File: config.mk
export PLATFORM = sky130hd
export DESIGN_NAME = comp_weight_loader
export DESIGN_NICKNAME = d
export VERILOG_FILES = /design/src/rtl/comp_weight_loader.sv
export SDC_FILE = /design/constraint.sdc
export NUM_CORES = 1
export LEC_CHECK = 0
export CAP_MARGIN = 5
export CORE_UTILIZATION = 44
export DETAILED_ROUTE_END_ITERATION = 7
export HOLD_SLACK_MARGIN = 0.03
export PLACE_DENSITY = 0.83
export SYNTH_ARGS = -nofsm -noshare
export SYNTH_HDL_FRONTEND = slang
export SYNTH_SLANG_ARGS = --single-unit
File: constraint.sdc
create_clock -name clk -period 2.8 [get_ports clk]
set_clock_uncertainty 0.1 [all_clocks]
set_input_delay 0.42 -clock clk [delete_from_list [all_inputs] [get_ports clk]]
set_output_delay 0.42 -clock clk [all_outputs]
set_load 0.05 [all_outputs]
File: src/rtl/comp_weight_loader.sv
// Preloads one column of compensation weights from memory into a CPE column,
// reading rows top-down so the last weight shifted in settles in row 0.
module comp_weight_loader #(
    parameter int unsigned NUM_ROWS   = 8,
    parameter int unsigned ADDR_WIDTH = 8
) (
    input  logic                  clk,
    input  logic                  rst_n,
    input  logic                  start,
    input  logic [ADDR_WIDTH-1:0] base_addr,
    output logic                  mem_rd_en,
    output logic [ADDR_WIDTH-1:0] mem_addr,
    input  logic [3:0]            mem_rd_data,
    output logic [3:0]            Compensation_Weight,
    output logic                  Compensation_Weight_out_valid,
    output logic                  act_hold,
    output logic                  busy,
    output logic                  done
);

    localparam int unsigned CNT_W = $clog2(NUM_ROWS);

    typedef enum logic [1:0] {
        S_IDLE,
        S_READ,
        S_DRAIN,
        S_DONE
    } state_e;

    state_e                state_q, state_d;
    logic [CNT_W-1:0]      cnt_q, cnt_d;
    logic [ADDR_WIDTH-1:0] base_q, base_d;
    logic                  rd_en_q, rd_en_d;
    logic [ADDR_WIDTH-1:0] addr_q, addr_d;
    logic                  rd_en_d1_q, rd_en_d1_d;
    logic [3:0]            weight_q, weight_d;
    logic                  valid_q, valid_d;
    logic                  busy_q, busy_d;
    logic                  done_q, done_d;
    logic                  act_hold_q, act_hold_d;

    // Next-state logic; outputs are registered from the next state so they
    // line up with the state they describe.
    always_comb begin
        state_d    = state_q;
        cnt_d      = cnt_q;
        base_d     = base_q;
        case (state_q)
            S_IDLE: begin
                if (start) begin
                    state_d = S_READ;
                    cnt_d   = CNT_W'(NUM_ROWS - 1);
                    base_d  = base_addr;
                end
            end
            S_READ: begin
                if (cnt_q == '0) begin
                    state_d = S_DRAIN;
                    cnt_d   = CNT_W'(1);
                end else begin
                    cnt_d = cnt_q - CNT_W'(1);
                end
            end
            S_DRAIN: begin
                if (cnt_q == '0) begin
                    state_d = S_DONE;
                end else begin
                    cnt_d = cnt_q - CNT_W'(1);
                end
            end
            S_DONE: begin
                state_d = S_IDLE;
                cnt_d   = '0;
            end
            default: begin
                state_d = S_IDLE;
                cnt_d   = '0;
            end
        endcase

        rd_en_d    = (state_d == S_READ);
        addr_d     = rd_en_d ? ADDR_WIDTH'(base_d + ADDR_WIDTH'(cnt_d)) : '0;
        // Memory answers one cycle after the strobe; capture it one cycle later.
        rd_en_d1_d = rd_en_q;
        valid_d    = rd_en_d1_q;
        weight_d   = rd_en_d1_q ? mem_rd_data : weight_q;
        busy_d     = (state_d != S_IDLE);
        done_d     = (state_d == S_DONE);
        act_hold_d = busy_d | valid_d;
    end

    always_ff @(posedge clk) begin
        if (!rst_n) begin
            state_q    <= S_IDLE;
            cnt_q      <= '0;
            base_q     <= '0;
            rd_en_q    <= 1'b0;
            addr_q     <= '0;
            rd_en_d1_q <= 1'b0;
            weight_q   <= '0;
            valid_q    <= 1'b0;
            busy_q     <= 1'b0;
            done_q     <= 1'b0;
            act_hold_q <= 1'b0;
        end else begin
            state_q    <= state_d;
            cnt_q      <= cnt_d;
            base_q     <= base_d;
            rd_en_q    <= rd_en_d;
            addr_q     <= addr_d;
            rd_en_d1_q <= rd_en_d1_d;
            weight_q   <= weight_d;
            valid_q    <= valid_d;
            busy_q     <= busy_d;
            done_q     <= done_d;
            act_hold_q <= act_hold_d;
        end
    end

    assign mem_rd_en                     = rd_en_q;
    assign mem_addr                      = addr_q;
    assign Compensation_Weight           = weight_q;
    assign Compensation_Weight_out_valid = valid_q;
    assign act_hold                      = act_hold_q;
    assign busy                          = busy_q;
    assign done                          = done_q;

endmodule
==> results_dict.tcl <==
set metrics [dict create \
    cts_buffers 5 \
    regArea_um2 620.6 \
    areaGrowthSynthToFinish_pct 32.71 \
    ys_async_sr_fraction_pct 0 \
    antenna_found_initial 0 \
    synth.top_cell.area_share_pct 44.33 \
    p_leak_uw 0.0007798 \
    start_util_pct 46.24 \
    pre_cts_ws_ns -0.01837 \
    synth_edf_count 0 \
    cts_sinks 31 \
    power.density_nw_per_um2 710.1 \
    min_path_cells 1 \
    seq_area_frac_synth_pct 44.33 \
    grt_pass1_wl_mm 4.892 \
    overflow 0 \
    fillers 256 \
    postSynthAreaPerCell_um2 10.00 \
    rows 20 \
    dp_hpwl_mm 2.257 \
    drt_iter0_drc 32 \
    path_max_fanout 4 \
    syn_inst 140 \
    routedWlPerCell_um 13.17 \
    coreArea_um2 3028 \
    clk_pin_slew_worst_paths_ns 0.10 \
    setup-tns-final_ns 0 \
    slew_headroom_pct 66.04 \
    max_cap_viol_count 0 \
    vdd_ir_drop_max_uv 233.0 \
    grt_use_total_pct 19.77 \
    syn_area_um2 1400 \
    startpoint "cnt_q[1]" \
    finalWorstSetupSlack_ns 0.1750 \
    max_freq_mhz 381.0 \
    post-synth-top-count-cell "dfxtp_1" \
    finalHoldViolCount 0 \
    fin_util_pct 61.36 \
    critPathArrivalTime_ns 2.78 \
    cp-start-kind "register" \
    syn-num-nets 162 \
    period_share_pct 93.75 \
    worstPathRequired_ns 2.95 \
    clockBufferDepth 2 \
    vias 1127 \
    synth_flop_cell "dfxtp_1" \
    r2r_setup_slack_ns 0.18 \
    cts_tree "yes" \
    nets 201 \
    clk-insertion-delay-late_ns 0.33 \
    synth_area_leaders "dfxtp_1 44%, mux2i_1 8.6%, ha_1 5.4%, nor2b_1 5.4%, and2_1 3.1%" \
    ant_nets 0 \
    multiInputGateArea_um2 732.0 \
    synth.distinct_cells 34 \
    ios 32 \
    grt_max_degree 21 \
    cts_hold_buf 0 \
    rr_endpoint "mem_addr[4]" \
    synth_top_cell_by_area "dfxtp_1" \
    rsz0062_at_grt "no" \
    die_area_um2 3412 \
    rr_worst_depth 14 \
    synth_top_family_by_area "simple AND/OR/NAND/NOR gates" \
    cts_setup_buffers 0 \
    antennaDiodeCount 0 \
    place_congestion 0.7809 \
    die_h_um 58.41 \
    critPathKind "reg -> reg" \
    synth_compound_area_share_pct 9.115 \
    r2r_start "cnt_q[1]" \
    ctsHtreeMaxLevel 2 \
    slew_violations 0 \
    die_w_um 58.41 \
    drtPass1Iterations 6 \
    grt_pass1_vias 1120 \
    cp-end-kind "register" \
    ys_top_cells_by_count "31 x dfxtp_1, 12 x mux2i_1, 12 x nor2b_1, 8 x inv_1, 8 x nor2_1" \
    synth-adder-area-share_pct 6.792 \
    synth_xor_area_share_pct 1.877 \
    hold_path_class "reg -> reg" \
    whs_ns 0.3766 \
    status "complete, no violations" \
    routed_wl_mm 2.949 \
    synthSimpleGateAreaFrac_pct 21.18 \
    drc 0 \
    min_period_ns 2.625 \
    ys_seq_elements 31 \
    hold_path_end "rd_en_d1_q" \
    root_buffer "clkbuf_4" \
    synthMuxAreaShare_pct 10.99 \
    tightestPinTransition_ns 0.5078 \
    ys_warn_count 0 \
    hold_start "mem_rd_en" \
    setup_violations 0 \
    drive_above_1_share_pct 16.11 \
    io_buffer_count 31 \
    viasPerCell 5.031 \
]
==> critical path, cell delays in order (launching register included) <==
cell and delay, ns:
dfxtp_1 0.34, inv_1 0.09, ha_2 0.20, nor2b_4 0.15, inv_1 0.07, ha_1 0.18, a22o_1 0.23, o21ai_2 0.13
ha_2 0.19, inv_1 0.05, fa_2 0.35, inv_1 0.08, a21oi_2 0.08, o21a_1 0.18, nor3_1 0.13
==> area by class of cell <==
| cell class | instances | area share [%] |
|---|---|---|
| clock inverter | 1 | 0.2694 |
| clock buffer | 7 | 2.424 |
| multi-input combinational | 94 | 39.39 |
| sequential | 31 | 33.40 |
| inverter | 8 | 1.616 |
| tap | 44 | 2.963 |
| timing repair buffer | 39 | 19.93 |
==> report_power, final <==
part	switching (uW)	internal [uW]	leakage, uW
sequential	42.7	498	0.000255
clock	149	97.7	0.0000293
combinational	300	232	0.000496
==> flip-flops by register name, summed over array words and instances (netlist names) <==
register / count
cnt_q: 3
rd_en_d1_q: 1
state_q: 2
act_hold: 1
Compensation_Weight: 4
mem_rd_en: 1
base_q: 8
Compensation_Weight_out_valid: 1
done: 1
mem_addr: 8
busy: 1
==> routing by layer <==
metal	vias up	part of all wire, %	track usage [%]
li1	554	-	-
met3	7	5.7	5.714
met4	0	1.7	13.95
met2	36	51	34.98
met1	530	41	19.89
met5	-	0	0
==> cells by family after synthesis <==
family,after synthesis
AOI/OAI and AO/OA,18
xor gates and xnor gates,3
adders and majority gates,7
buffers and inverters,15
DFF,31
muxes,15
and+or+nand+nor,51
==> what timing repair did <==
item,in CTS,in global routing
pin swaps,0,0
hold endpoints to repair,0,0
resized for setup,1,10
setup endpoints to repair,2,3
==> through the flow <==
| step | instances | power, uW | area [um^2] |
|---|---|---|---|
| 2_1_floorplan | 140 | 894.5 | 1400 |
| 3_3_place_gp | 216 | 1033 | 1775 |
| 3_5_place_dp | 216 | 1056 | 1775 |
| 4_1_cts | 224 | 1305 | 1826 |
| 5_1_grt | 224 | 1395 | 1858 |
| 6_report | 224 | 1319 | 1858 |
==> worst max-delay path by stage <==
stage                             end  slack, ns  cells after the start
after global placement    mem_addr[4]       0.02                     12
final                     mem_addr[4]       0.18                     14
after CTS                 mem_addr[6]       0.02                     14
after global routing      mem_addr[4]       0.05                     14
after floorplan           mem_addr[6]       0.20                     14
after detailed placement  mem_addr[6]      -0.02                     10
==> layout by cell type (no fill, tap or decap), types with 2 or more instances in the layout <==
cell type        netlist  routed
a211o_1                2       2
a21o_1                 2       2
a21oi_1                3       2
a2bb2oi_1              2       2
and2_1                 7       7
and2b_1                2       2
buf_4                  0       8
clkbuf_1               3       2
clkbuf_4               0       5
clkdlybuf4s50_1        0      31
dfxtp_1               31      31
ha_1                   6       4
ha_2                   0       2
inv_1                  8       7
mux2_2                 3       3
mux2i_1               12      12
nand2_1                6       6
nand3_1                2       2
nand4_1                4       4
nor2_1                 8       8
nor2b_1               12      11
nor3_1                 4       2
nor3_2                 0       2
o21a_1                 3       3
xor2_1                 3       3
(Power assumes the default switching activity.)
